--- config.mk ---
export PLATFORM = sky130hd
export DESIGN_NAME = conv_frame_encoder
export DESIGN_NICKNAME = d
export VERILOG_FILES = /design/src/rtl/conv_frame_encoder.sv
export SDC_FILE = /design/constraint.sdc
export NUM_CORES = 1
export LEC_CHECK = 0
export BUFFER_PORTS_ARGS = -buffer_cell sky130_fd_sc_hd__buf_2
export CAP_MARGIN = 20
export CORE_MARGIN = 2
export CORE_UTILIZATION = 45
export DETAILED_ROUTE_END_ITERATION = 12
export GPL_TIMING_DRIVEN = 0
export HOLD_SLACK_MARGIN = 0.08
export PLACE_DENSITY = 0.65
export SETUP_SLACK_MARGIN = 0.1
export SYNTH_ARGS = -nofsm -noshare
export SYNTH_HDL_FRONTEND = slang
export SYNTH_SLANG_ARGS = --single-unit
--- constraint.sdc ---
create_clock -name clk -period 3.97 [get_ports clk]
set_input_delay 0.794 -clock clk [delete_from_list [all_inputs] [get_ports clk]]
set_output_delay 0.794 -clock clk [all_outputs]
set_load 0.05 [all_outputs]
--- src/rtl/conv_frame_encoder.sv ---
// Framed K=5 rate-1/2 convolutional encoder: serial bits in, 2-bit symbols out,
// four zero tail symbols per frame so every frame terminates in state 0.
module conv_frame_encoder #(
    parameter int unsigned FRAME_LEN = 32,
    parameter logic [4:0]  G0        = 5'b11101,
    parameter logic [4:0]  G1        = 5'b10011
) (
    input  logic       clk,
    input  logic       res,
    input  logic       in_bit,
    input  logic       in_valid,
    output logic       in_ready,
    output logic [1:0] sym_out,
    output logic       sym_valid,
    input  logic       sym_ready,
    output logic       sym_first,
    output logic       sym_last,
    output logic       busy
);
    localparam int unsigned   CW       = $clog2(FRAME_LEN + 1);
    localparam logic [CW-1:0] LAST_CNT = CW'(FRAME_LEN);

    typedef enum logic [1:0] {
        IDLE = 2'd0,
        DATA = 2'd1,
        TAIL = 2'd2
    } state_t;

    state_t        state_q, state_d;
    logic [3:0]    s_q, s_d;
    logic [CW-1:0] bcnt_q, bcnt_d;
    logic [1:0]    tcnt_q, tcnt_d;
    logic [1:0]    sym_q, sym_d;
    logic          vld_q, vld_d;
    logic          first_q, first_d;
    logic          last_q, last_d;
    logic          slot_free;
    logic [CW-1:0] bcnt_inc;

    // Window is {s, b}: bit 0 is the newest input, bit 4 the oldest.
    function automatic logic [1:0] encode(input logic [3:0] s, input logic b);
        logic [4:0] w;
        w = {s, b};
        return {^(w & G1), ^(w & G0)};
    endfunction

    always_comb begin
        state_d   = state_q;
        s_d       = s_q;
        bcnt_d    = bcnt_q;
        tcnt_d    = tcnt_q;
        sym_d     = sym_q;
        first_d   = first_q;
        last_d    = last_q;
        vld_d     = vld_q;
        in_ready  = 1'b0;
        slot_free = !vld_q || sym_ready;
        bcnt_inc  = bcnt_q + CW'(1);

        if (sym_ready) begin
            vld_d = 1'b0;
        end

        unique case (state_q)
            IDLE: begin
                in_ready = res && slot_free;
                if (in_valid && in_ready) begin
                    sym_d   = encode(4'd0, in_bit);
                    vld_d   = 1'b1;
                    first_d = 1'b1;
                    last_d  = 1'b0;
                    s_d     = {3'd0, in_bit};
                    bcnt_d  = CW'(1);
                    state_d = (FRAME_LEN == 1) ? TAIL : DATA;
                end
            end
            DATA: begin
                in_ready = res && slot_free;
                if (in_valid && in_ready) begin
                    sym_d   = encode(s_q, in_bit);
                    vld_d   = 1'b1;
                    first_d = 1'b0;
                    last_d  = 1'b0;
                    s_d     = {s_q[2:0], in_bit};
                    bcnt_d  = bcnt_inc;
                    if (bcnt_inc == LAST_CNT) begin
                        state_d = TAIL;
                    end
                end
            end
            TAIL: begin
                if (slot_free) begin
                    sym_d   = encode(s_q, 1'b0);
                    vld_d   = 1'b1;
                    first_d = 1'b0;
                    if (tcnt_q == 2'd3) begin
                        // Frame closes here so the next bit can be taken while this symbol is presented.
                        last_d  = 1'b1;
                        s_d     = 4'd0;
                        tcnt_d  = 2'd0;
                        bcnt_d  = '0;
                        state_d = IDLE;
                    end else begin
                        last_d = 1'b0;
                        s_d    = {s_q[2:0], 1'b0};
                        tcnt_d = tcnt_q + 2'd1;
                    end
                end
            end
            default: begin
                state_d = IDLE;
            end
        endcase
    end

    always_ff @(posedge clk or negedge res) begin
        if (!res) begin
            state_q <= IDLE;
            s_q     <= 4'd0;
            bcnt_q  <= '0;
            tcnt_q  <= 2'd0;
            sym_q   <= 2'd0;
            vld_q   <= 1'b0;
            first_q <= 1'b0;
            last_q  <= 1'b0;
        end else begin
            state_q <= state_d;
            s_q     <= s_d;
            bcnt_q  <= bcnt_d;
            tcnt_q  <= tcnt_d;
            sym_q   <= sym_d;
            vld_q   <= vld_d;
            first_q <= first_d;
            last_q  <= last_d;
        end
    end

    assign sym_out   = sym_q;
    assign sym_valid = vld_q;
    assign sym_first = first_q;
    assign sym_last  = last_q;
    assign busy      = (state_q != IDLE);

endmodule

=== Word level (Yosys, flattened, before mapping) ===
Cells that the tools add are included.

* Memory bits (writable): 0
* Bits of input ports: 5
* Output and inout port bits: 7
* Memories kept: 0
* Bits in latches: 0
* Register bits after elaboration: 19
* Memory bits (read-only): 0
* Logic and storage cells: 72

* Bitwise gates (word level): 0
* Multiplexer cells: 33
* $add $sub $neg: 2
* Reduce and logical (&&, ||, !) cells: 19
* $mul: 0
* Eq/ne operators: 10
* Divide/modulo/power cells: 0
* Magnitude comparators: 0
* Shift-type cells: 0

{| class="wikitable"
|+ Operators by type and width
! operator !! count
|-
| 5-bit XOR reduction || 5
|-
| 6-bit two-way mux || 4
|-
| 2-bit two-way mux || 9
|-
| 6-bit one-hot mux with 3 select lines || 1
|-
| 4-bit two-way mux || 4
|-
| 2-bit one-hot mux with 3 select lines || 2
|-
| 4-bit one-hot mux with 3 select lines || 1
|-
| 2-bit inequality test (second input constant) || 5
|-
| 5-bit AND reduction || 2
|-
| 1-bit two-way mux || 9
|-
| 6-bit by 1-bit adder with 6-bit output (second input constant) || 1
|-
| 6-bit == test (second input constant) || 1
|-
| 2-bit == test (second input constant) || 2
|-
| 1-bit one-hot mux with 2 select lines || 2
|-
| 4-bit AND reduction || 1
|-
| 2-bit nonzero test || 2
|-
| 1-bit one-hot mux with 3 select lines || 1
|-
| 3-bit AND reduction || 1
|-
| 3-bit nonzero test || 1
|-
| 2-bit by 1-bit adder with 2-bit output (second input constant) || 1
|-
| 2-bit by 1-bit == test with 1-bit output (second input constant) || 1
|-
| 1-bit logical AND || 2
|-
| 2-bit logical NOT || 1
|-
| 2-bit by 1-bit inequality test with 1-bit output (second input constant) || 1
|-
| other kinds (4) || 4
|}

=== Depth between registers and ports, before layout ===
Gate-level depths: netlist of the first run.

* Depth in word-level cells: 6
* Mapped depth: 7
* Depth with buffers taken out: 7

=== Worst setup path after synthesis of the first run ===
OpenSTA, ideal clock, no wires.

* Path kind: reg-to-output
* Start: register state_q[1]
* End: output port in_ready
* Cell stages (with the launch flop): 6
* Slack: 1.426 ns
* Buffers on the path: 1
* Data required time: 3.176 ns
* Data arrival time: 1.750 ns
* Path through: dfrtp_1 > inv_1 > ha_1 > clkbuf_1 > o21ai_0 > nor2_1

* Longest elaborated chain between the ends: 3
* Elaborated cells on any way between the ends: 4

{| class="wikitable"
|+ RTL lines
! item !! RTL line !! source
|-
| start, declared || 29 || <nowiki>state_t state_q, state_d;</nowiki>
|-
| start signal, assigned || 127 || <nowiki>state_q <= state_d;</nowiki>
|-
| 2-bit by 1-bit == test with 1-bit output / 2-bit logical NOT (equally long branches) || 64 || <nowiki>unique case (state_q)</nowiki>
|-
| 2-bit OR reduction (no source line) * || -- ||
|-
| 1-bit two-way mux * || -- ||
|-
| end, declared || 12 || <nowiki>output logic in_ready,</nowiki>
|}

Every way passes the cells marked *; elsewhere a longest branch is shown, timed or not.

=== Final worst setup path of the first run ===
Same ends and word-level chain as after synthesis.

==> flow_metrics.tcl, run 1 <==
set metrics [dict create \
    core_area_um2 2430 \
    worstPathRequired_ns 3.18 \
    cell_area_after_layout_um2 1250 \
    dp.final_hpwl_um 1640 \
    finClkSkew_ns 0.00933 \
    postSynth.asyncResetShare_pct 100 \
    floorplan.rows 18 \
    cts_htree_levels 1 \
    number_of_drc_markers_in_iteration_0 9 \
    power-per-cell-area_nw_per_um2 690 \
    antennaDiodeCount 0 \
    clk_path_buf_depth 2 \
    cts-resized-gates 0 \
    fill_cells 229 \
    clk_root_buffer_cell "sky130_fd_sc_hd__clkbuf_4" \
    worst-path-max-fanout 10 \
    cp-end-kind "output pin" \
    hold_viol_final 0 \
    outcome "finished, final reports clean" \
    post_syn_area_per_cell_um2 9.49 \
    synthesis.instances 119 \
    grt_start_max_net_pins 23 \
    regArea_um2 475 \
    maxSlewHeadroom_pct 68.3 \
    drtPass1Iterations 4 \
    cts_setup_buffers 0 \
    grt_util_all_layers_pct 17.4 \
    dr.max_layer_used "met4" \
    placed_cells_incl_taps 160 \
    layout_min_cycle_time_ns 2.83 \
    initial_core_util_pct 46.5 \
    detail_route.wirelength.met1_um 1070 \
    multi_input_comb_area_um2 627 \
    arrival_ns 2.04 \
    r2r_slack_ns 1.91 \
    first_global_vias 812 \
    crit_path_end "in_ready" \
    ys_seq_elements 19 \
    layoutNonFillerInstCount 164 \
    worstSetupPathType "register to output pin" \
    ir_worst_vdd_uv 399 \
    chipHeight_um 54.1 \
    clk_latency_ns 0.30 \
    area_delta_synth_final_pct 10.6 \
    drive_gt1_share_pct 16.4 \
    total_of_warnings_raised_by_yosys 0 \
    grt_first_pass_wirelength_um 3540 \
    route.vias.total 908 \
    syn-cell-area_um2 1130 \
    max_freq_mhz 353 \
    timing.max_cap.violations 0 \
    dieWidth_um 54.1 \
    wl_met3_um 40 \
    grt_residual_overflow 0 \
    synth_flop_cell "sky130_fd_sc_hd__dfrtp_1" \
    syn_nets 130 \
    post_cts_hold_buffer_count 0 \
    tightestPinTransition_ns 0.475 \
    startpoint_type "register" \
    cts_made_buffers 3 \
    routed_via_density 5.54 \
    totalNegativeSetupSlack_ns 0 \
    post_synth_num_cell_types 36 \
    cts.clk_slew.worst_paths_ns 0.11 \
    layout_worst_path_cycle_share_pct 71.3 \
    clock_tree_from_tritoncts "built" \
    count_of_nets_left_with_antenna_violations_after_detail_routing 0 \
    synth-seq-area-share_pct 42.1 \
    final_setup_violation_count 0 \
    power.leakage_nw 0.602 \
    number_of_nets_at_the_end_of_the_flow 146 \
    final_weighted_congestion_in_routability_driven_placement 0.753 \
    worstReg2RegStart "state_q[0]" \
    ios 12 \
    routedWlPerCell_um 13.2 \
    holdCritPathClass "input port to asynchronous set/reset pin" \
    clock_sink_count 19 \
    timing.reg2reg.worst_path_depth 6 \
    route.final.wire_length_um 2160 \
    destination_of_the_worst_register_to_register_timing_path "bcnt_q[4]" \
    io_buffer_count 11 \
    rsz0062_at_grt "false" \
    design.die.area_um2 2930 \
    drc 0 \
    route.met2.wl_um 1040 \
    grt_antenna_before_repair 0 \
    crit_path_start "state_q[1]" \
    post_detailed_placement_cell_area_um2 1220 \
    synth_enable_flop_cells 0 \
    timing.final.max_slew_violations 0 \
]
worst min path at each step:
stage                 end  slack [ns]
6_report       sym_out[1]        0.43
3_5_place_dp    tcnt_q[0]        0.50
5_1_grt        sym_out[1]        0.44
3_3_place_gp    tcnt_q[0]        0.49
4_1_cts        sym_out[1]        0.44
2_1_floorplan   tcnt_q[0]        0.48
flip-flops by register name, indices dropped and copies added, names as in the netlist:
| name | count |
|---|---|
| sym_first | 1 |
| sym_valid | 1 |
| state_q | 2 |
| sym_last | 1 |
| tcnt_q | 2 |
| sym_out | 2 |
| bcnt_q | 6 |
| s_q | 4 |
cell type report:
| type | instances | area share (%) |
|---|---|---|
| multi-input cells | 93 | 50.2 |
| flip-flops and latches | 19 | 38.0 |
| repair buffers | 11 | 4.40 |
| well taps | 30 | 3.00 |
| clock buffers | 3 | 1.80 |
| plain buffers | 4 | 1.30 |
| inverters | 3 | 0.901 |
| clock inverters | 1 | 0.400 |
synthesized netlist by cell type (2+ instances only):
master	n	area [µm²]
sky130_fd_sc_hd__o21ai_0	14	70.1
sky130_fd_sc_hd__xnor2_1	4	35.0
sky130_fd_sc_hd__nand3_1	4	20.0
sky130_fd_sc_hd__inv_1	3	11.3
sky130_fd_sc_hd__mux2_2	2	22.5
sky130_fd_sc_hd__o21a_1	2	15.0
sky130_fd_sc_hd__nand2b_1	3	18.8
sky130_fd_sc_hd__nand2_1	14	52.6
sky130_fd_sc_hd__nor2b_1	2	12.5
sky130_fd_sc_hd__nor3_1	4	20.0
sky130_fd_sc_hd__a22o_1	2	17.5
sky130_fd_sc_hd__clkbuf_1	3	11.3
sky130_fd_sc_hd__nor2_1	4	15.0
sky130_fd_sc_hd__a32o_1	2	20.0
sky130_fd_sc_hd__or4_1	3	22.5
sky130_fd_sc_hd__a21oi_1	7	35.0
sky130_fd_sc_hd__ha_1	6	75.1
sky130_fd_sc_hd__a21o_1	3	22.5
sky130_fd_sc_hd__xor2_1	2	17.5
sky130_fd_sc_hd__dfrtp_1	19	475
logic make-up after synthesis:
family / Yosys count / share of synthesized area (%)
flops: 19 / 42.1
simple gates: 39 / 17.7
compound gates: 39 / 23.6
fa+ha+maj: 6 / 6.64
buf+inv: 7 / 2.44
xor+xnor: 6 / 4.65
mux: 3 / 2.88
layout by cell type (no fill, tap or decap), drive strengths merged:
| cell | count |
|---|---|
| a211o | 1 |
| a21o | 3 |
| a21oi | 8 |
| a221oi | 1 |
| a22o | 2 |
| a32o | 2 |
| and3 | 1 |
| buf | 12 |
| clkbuf | 6 |
| clkinv | 1 |
| dfrtp | 19 |
| ha | 6 |
| inv | 3 |
| mux2 | 2 |
| mux2i | 1 |
| nand2 | 14 |
| nand2b | 3 |
| nand3 | 4 |
| nand4 | 1 |
| nor2 | 4 |
| nor2b | 3 |
| nor3 | 4 |
| o2111a | 1 |
| o211a | 1 |
| o211ai | 1 |
| o21a | 2 |
| o21ai | 14 |
| o22a | 1 |
| o22ai | 1 |
| o31ai | 1 |
| or2 | 1 |
| or3 | 1 |
| or4 | 3 |
| xnor2 | 4 |
| xor2 | 2 |
through the flow:
| stage | hold slack [ns] | power, mW | util [%] | worst slack (ns) |
|---|---|---|---|---|
| 5_1_grt | 0.445 | 0.940 | 51.4 | 1.00 |
| 3_5_place_dp | 0.500 | 0.771 | 50.3 | 1.32 |
| 4_1_cts | 0.440 | 0.873 | 51.4 | 1.11 |
| 6_report | 0.432 | 0.862 | 51.4 | 1.14 |
| 2_1_floorplan | 0.480 | 0.664 | - | 1.43 |
| 3_3_place_gp | 0.489 | 0.764 | 50.3 | 1.33 |
metal layers:
metal | track usage, % | vias up
met5 | 0 | -
met2 | 28.7 | 12
met1 | 21.7 | 428
li1 | - | 466
met3 | 3.33 | 2
met4 | 8.75 | 0
critical path, cell delays in order (launching register included):
cell	delay, ns
sky130_fd_sc_hd__dfrtp_1	0.41
sky130_fd_sc_hd__inv_1	0.10
sky130_fd_sc_hd__ha_1	0.29
sky130_fd_sc_hd__clkbuf_1	0.41
sky130_fd_sc_hd__o21ai_0	0.16
sky130_fd_sc_hd__nor2_1	0.11
sky130_fd_sc_hd__buf_2	0.26
report_power, final:
group,switching [mW],total (mW),internal [mW]
clock,0.0603,0.0978,0.0375
sequential,0.0463,0.296,0.250
combinational,0.305,0.468,0.163
No activity file was read; power rests on OpenSTA's default activity.
==> run 2: changes to the inputs <==
--- a/config.mk
+++ b/config.mk
@@ -12,7 +12,7 @@
 export DETAILED_ROUTE_END_ITERATION = 12
 export GPL_TIMING_DRIVEN = 0
 export HOLD_SLACK_MARGIN = 0.08
-export PLACE_DENSITY = 0.65
+export PLACE_DENSITY = 0.67
 export SETUP_SLACK_MARGIN = 0.1
 export SYNTH_ARGS = -nofsm -noshare
 export SYNTH_HDL_FRONTEND = slang
==> constraint.sdc (replaced) <==
create_clock -name clk -period 2.4 [get_ports clk]
set_input_delay 0.48 -clock clk [delete_from_list [all_inputs] [get_ports clk]]
set_output_delay 0.48 -clock clk [all_outputs]
set_load 0.05 [all_outputs]
==> run 2 against run 1 <==
Effect of this change:
- final area increased by 0.60%
- largest power group unchanged
- clock skew is 0.0083 ns lower
- via count rose by 0.44%
- register-to-register slack got worse by 1.6 ns
- combinational power is 69% higher
- power up 68%
==> flow_metrics.tcl, run 2 (same netlist as run 1, synthesis figures left out) <==
set metrics [dict create \
    hold_viol_final 0 \
    final_util_pct 51.7 \
    dieWidth_um 54.1 \
    holdCritPathClass "input port to asynchronous set/reset pin" \
    initial_core_util_pct 46.5 \
    post_cts_hold_buffer_count 0 \
    layout_common_cells "sky130_fd_sc_hd__dfrtp_1, sky130_fd_sc_hd__o21ai_0, sky130_fd_sc_hd__nand2_1, sky130_fd_sc_hd__buf_2, sky130_fd_sc_hd__a21oi_1" \
    io_buffer_count 11 \
    finClkSkew_ns 0.00101 \
    design_power_total_mw 1.45 \
    max_freq_mhz 460 \
    floorplan.rows 18 \
    cts.clk_slew.worst_paths_ns 0.11 \
    global_route.usage.met2_pct 32.3 \
    share_of_total_power_in_the_clock_network_pct 11.4 \
    clock_sink_count 19 \
    rsz0062_at_grt "false" \
    cp-end-kind "output pin" \
    routed_via_density 5.56 \
    number_of_nets_at_the_end_of_the_flow 146 \
    first_global_vias 893 \
    power.switching_uw 689 \
    ir_worst_vdd_uv 584 \
    number_of_drc_markers_in_iteration_0 12 \
    layout_top_registers "bcnt_q x6, s_q x4" \
    global_route_met1_usage_pct 22.5 \
    clk_latency_ns 0.30 \
    power_switching_share_pct 47.6 \
    area_delta_synth_final_pct 11.3 \
    startpoint_type "register" \
    gr-usage-met3_pct 2.50 \
    totalNegativeSetupSlack_ns 0 \
    clock_tree_from_tritoncts "built" \
    layout_min_cycle_time_ns 2.17 \
    power.combinational.fraction_pct 54.5 \
    final_weighted_congestion_in_routability_driven_placement 0.699 \
    power.leakage_nw 0.602 \
    largest_register "bcnt_q" \
    layout_commonest_cell "sky130_fd_sc_hd__dfrtp_1" \
    layout_worst_path_cycle_share_pct 90.6 \
    critPathMaxStageDelay_ns 0.41 \
    timing.max_cap.violations 0 \
    worst-path-max-fanout 10 \
    drtPass1Iterations 4 \
    route.final.wire_length_um 2270 \
    tightestPinTransition_ns 0.495 \
    clk_root_buffer_cell "sky130_fd_sc_hd__clkbuf_4" \
    count_of_nets_left_with_antenna_violations_after_detail_routing 0 \
    cts_made_buffers 3 \
    grt_start_max_net_pins 23 \
    outcome "finished, final reports clean" \
    drc 0 \
    maxSlewHeadroom_pct 67.0 \
    grt_antenna_before_repair 0 \
    clk_path_buf_depth 2 \
    final_setup_violation_count 0 \
    grt_util_all_layers_pct 18.4 \
    cp_cell_sequence "inv_1 > ha_2 > clkbuf_4 > o21ai_0 > nor2_1 > buf_4" \
    core_area_um2 2430 \
    worstPathRequired_ns 1.92 \
    grt_first_pass_wirelength_um 3820 \
    cts_htree_levels 1 \
    timing.final.max_slew_violations 0 \
    routedWlPerCell_um 13.9 \
    drive_gt1_share_pct 17.2 \
    worstSetupPathType "register to output pin" \
    cts_setup_buffers 0 \
    ios 12 \
    internal_power_uw 760 \
    route.vias.total 912 \
    design.die.area_um2 2930 \
    power-per-cell-area_nw_per_um2 1150 \
    antennaDiodeCount 0 \
    dp.final_hpwl_um 1680 \
    grt_residual_overflow 0 \
    slowest_stage "sky130_fd_sc_hd__dfrtp_1" \
    globalRoute.busiestLayer "met2" \
    sequential_share_of_power_pct 34.1 \
    chipHeight_um 54.1 \
    arrival_ns 1.69 \
    max_ffs_per_register 6 \
]
-- run 2: power by group through the flow --
stage	clock network, mW	registers, mW	logic, mW
2_1_floorplan	0	0.583	0.515
3_3_place_gp	0	0.495	0.763
3_5_place_dp	0	0.501	0.779
4_1_cts	0.174	0.493	0.791
5_1_grt	0.187	0.507	0.879
6_report	0.166	0.494	0.789
-- run 2: repair_timing --
action | 4_1_cts | 5_1_grt
gates resized for setup | 3 | 1
pin swaps | 0 | 0
endpoints found under the setup margin | 1 | 1
cloned | 0 | 0
-- run 2: metal layers --
| metal | vias up | wire length (µm) |
|---|---|---|
| met5 | - | 0 |
| met4 | 0 | 19 |
| met3 | 4 | 61 |
| met2 | 12 | 1060 |
| met1 | 433 | 1130 |
| li1 | 463 | - |
-- run 2: layout make-up --
cell class | count | area, µm²
timing repair buffer | 11 | 57.6
multi-input combinational | 93 | 629
buffer | 4 | 20.0
inverter | 3 | 11.3
tap | 30 | 37.5
fill | 237 | 1170
clock buffer | 4 | 26.3
sequential | 19 | 475
-- run 2: per-stage QoR --
step | instance area, µm² | std cells | setup slack [ns] | hold slack [ns]
global placement | 1220 | 160 | 0.138 | 0.462
global route | 1260 | 164 | 0.105 | 0.144
finish | 1260 | 164 | 0.227 | 0.120
CTS | 1250 | 164 | 0.138 | 0.122
floorplan | 1130 | 119 | 0.170 | 0.184
detailed placement | 1220 | 160 | 0.138 | 0.460
-- run 2: final timing paths --
path | slack [ns] | cells past startpoint | to | start
min in group clk | 0.48 | 2 | s_q[0] | in_bit
worst min-delay path | 0.12 | 1 | s_q[2] | res
worst max register to register | 0.35 | 6 | s_q[1] | state_q[0]
max in group asynchronous | 1.96 | 1 | sym_last | res
worst max-delay path | 0.23 | 6 | in_ready | state_q[1]
worst min register to register | 0.52 | 1 | tcnt_q[1] | tcnt_q[1]
-- run 2: critical path, delay by kind of cell, from the launching register on --
| family | cells | cell delay (ns) |
|---|---|---|
| adders and majority gates | 1 | 0.25 |
| AOI/OAI and AO/OA | 1 | 0.10 |
| buffers and inverters | 3 | 0.52 |
| and+or+nand+nor | 1 | 0.11 |
| DFF | 1 | 0.41 |
==> run 3: changes to the inputs <==
==> constraint.sdc (replaced) <==
create_clock -name clk -period 2.4 [get_ports clk]
set_input_delay 0.12 -clock clk [delete_from_list [all_inputs] [get_ports clk]]
set_output_delay 0.12 -clock clk [all_outputs]
set_load 0.05 [all_outputs]
==> run 3 against run 2 <==
Effect of this change:
- sequential power about the same
- worst setup slack improved by 0.12 ns
- final cell count increased by 0.61%
- clock-buffer cell count unchanged
- combinational power decreased by 0.8%
- utilization increased by 0.21 points
- sequential share of layout area decreased by 0.15 points
- sequential cell count unchanged
- routed wire length increased by 0.48%
- global-route usage unchanged
- first-iteration DRC count decreased by 25%
- largest cell class unchanged
- largest power group unchanged
==> flow_metrics.tcl, run 3 (same netlist as run 1, synthesis figures left out) <==
set metrics [dict create \
    grt_util_all_layers_pct 18.4 \
    max_ffs_per_register 6 \
    timing.max_cap.violations 0 \
    power-per-cell-area_nw_per_um2 1140 \
    ios 12 \
    worstPathRequired_ns 2.60 \
    timing.final.max_slew_violations 0 \
    clock_tree_from_tritoncts "built" \
    number_of_drc_markers_in_iteration_0 9 \
    number_of_nets_at_the_end_of_the_flow 147 \
    layout_worst_path_cycle_share_pct 85.6 \
    final_setup_violation_count 0 \
    routed_via_density 5.57 \
    layout_common_cells "sky130_fd_sc_hd__dfrtp_1, sky130_fd_sc_hd__o21ai_0, sky130_fd_sc_hd__nand2_1, sky130_fd_sc_hd__buf_2, sky130_fd_sc_hd__a21oi_1" \
    drive_gt1_share_pct 16.3 \
    antennaDiodeCount 0 \
    layout_top_registers "bcnt_q x6, s_q x4" \
    timing.hold.ws_ns 0.114 \
    grt_antenna_before_repair 0 \
    hold_viol_final 0 \
    worst-path-max-fanout 8 \
    route.final.wire_length_um 2280 \
    clock_sink_count 19 \
    rsz0062_at_grt "false" \
    drc 0 \
    arrival_ns 2.25 \
    drtPass1Iterations 4 \
    finClkSkew_ns 0.00162 \
    count_of_nets_left_with_antenna_violations_after_detail_routing 0 \
    cts.clk_slew.worst_paths_ns 0.11 \
    chipHeight_um 54.1 \
    largest_register "bcnt_q" \
    startpoint_type "register" \
    layout_min_cycle_time_ns 2.06 \
    layout_commonest_cell "sky130_fd_sc_hd__dfrtp_1" \
    floorplan.rows 18 \
    dp.final_hpwl_um 1680 \
    power.leakage_nw 0.607 \
    dp_worst_setup_slack_ns 0.387 \
    ir_worst_vdd_uv 591 \
    final_util_pct 51.9 \
    initial_core_util_pct 46.5 \
    clk_root_buffer_cell "sky130_fd_sc_hd__clkbuf_4" \
    grt_start_max_net_pins 23 \
    core_area_um2 2430 \
    final_weighted_congestion_in_routability_driven_placement 0.699 \
    holdCritPathClass "input port to register" \
    cp-end-kind "register" \
    clk_path_buf_depth 2 \
    area_delta_synth_final_pct 11.7 \
    first_global_vias 893 \
    grt_first_pass_wirelength_um 3820 \
    clk_latency_ns 0.30 \
    route.vias.total 919 \
    grt_residual_overflow 0 \
    tightestPinTransition_ns 0.497 \
    maxSlewHeadroom_pct 66.9 \
    timing.final.ws_setup_ns 0.345 \
    totalNegativeSetupSlack_ns 0 \
    worstSetupPathType "register to register" \
    io_buffer_count 11 \
    design.die.area_um2 2930 \
    cts_htree_levels 1 \
    outcome "finished, final reports clean" \
    max_freq_mhz 487 \
    cts_made_buffers 3 \
    dieWidth_um 54.1 \
    routedWlPerCell_um 13.8 \
]
run 3: changes by cell type in the layout (fill, tap and decap cells not counted), sizes merged:
cell	before	now
buf	12	11
dlygate4sd3	0	1
clkbuf	7	8
run 3: path summary, 6_finish.rpt:
path                       startpoint         to  slack, ns  depth (start not counted)
max                        state_q[0]     s_q[1]       0.34                          6
min                            in_bit     s_q[0]       0.11                          2
max reg2reg                state_q[0]     s_q[1]       0.34                          6
min reg2reg                 tcnt_q[1]  tcnt_q[1]       0.52                          1
max in group asynchronous         res   sym_last       1.92                          2
min in group asynchronous         res     s_q[2]       0.26                          2
run 3: timing repair:
item	in CTS	in global routing
endpoints found under the setup margin	0	3
hold endpoints to repair	19	0
gates resized for setup	0	3
hold buffers	1	0
buffers inserted	0	0
run 3: where the power goes:
group / leakage (nW) / switching (mW) / internal (mW)
clock network: 0.0150 / 0.101 / 0.0647
logic: 0.343 / 0.509 / 0.274
registers: 0.249 / 0.0806 / 0.413
total: 0.607 / 0.690 / 0.752
run 3: area by class of cell:
cell class	instances	area, µm²
Multi-Input combinational cell	93	627
Clock buffer	4	26.3
Sequential cell	19	475
Timing Repair Buffer	12	67.6
Fill cell	234	1170
Tap cell	30	37.5
Inverter	3	11.3
Buffer	4	17.5
run 3: per-stage QoR:
| step | area [µm²] | total power, mW | instances |
|---|---|---|---|
| after global routing | 1260 | 1.56 | 165 |
| after global placement | 1220 | 1.26 | 160 |
| after CTS | 1260 | 1.45 | 165 |
| final | 1260 | 1.44 | 165 |
| after floorplan | 1130 | 1.10 | 119 |
| after detailed placement | 1220 | 1.28 | 160 |
run 3: per-layer routing:
metal  vias to the layer above  wire (µm)  global-route usage, %
met1                       438       1140                   22.5
met5                         -          0                      0
li1                        465          -                      -
met2                        12       1060                   32.3
met3                         4         65                   2.50
met4                         0         18                   7.50
run 3: critical path, stage by stage (launching register included):
cell and delay [ns]:
sky130_fd_sc_hd__dfrtp_1 0.40, sky130_fd_sc_hd__inv_1 0.09, sky130_fd_sc_hd__ha_1 0.31, sky130_fd_sc_hd__o22a_4 0.29
sky130_fd_sc_hd__a21oi_2 0.31, sky130_fd_sc_hd__o21ai_0 0.27, sky130_fd_sc_hd__a22o_1 0.29
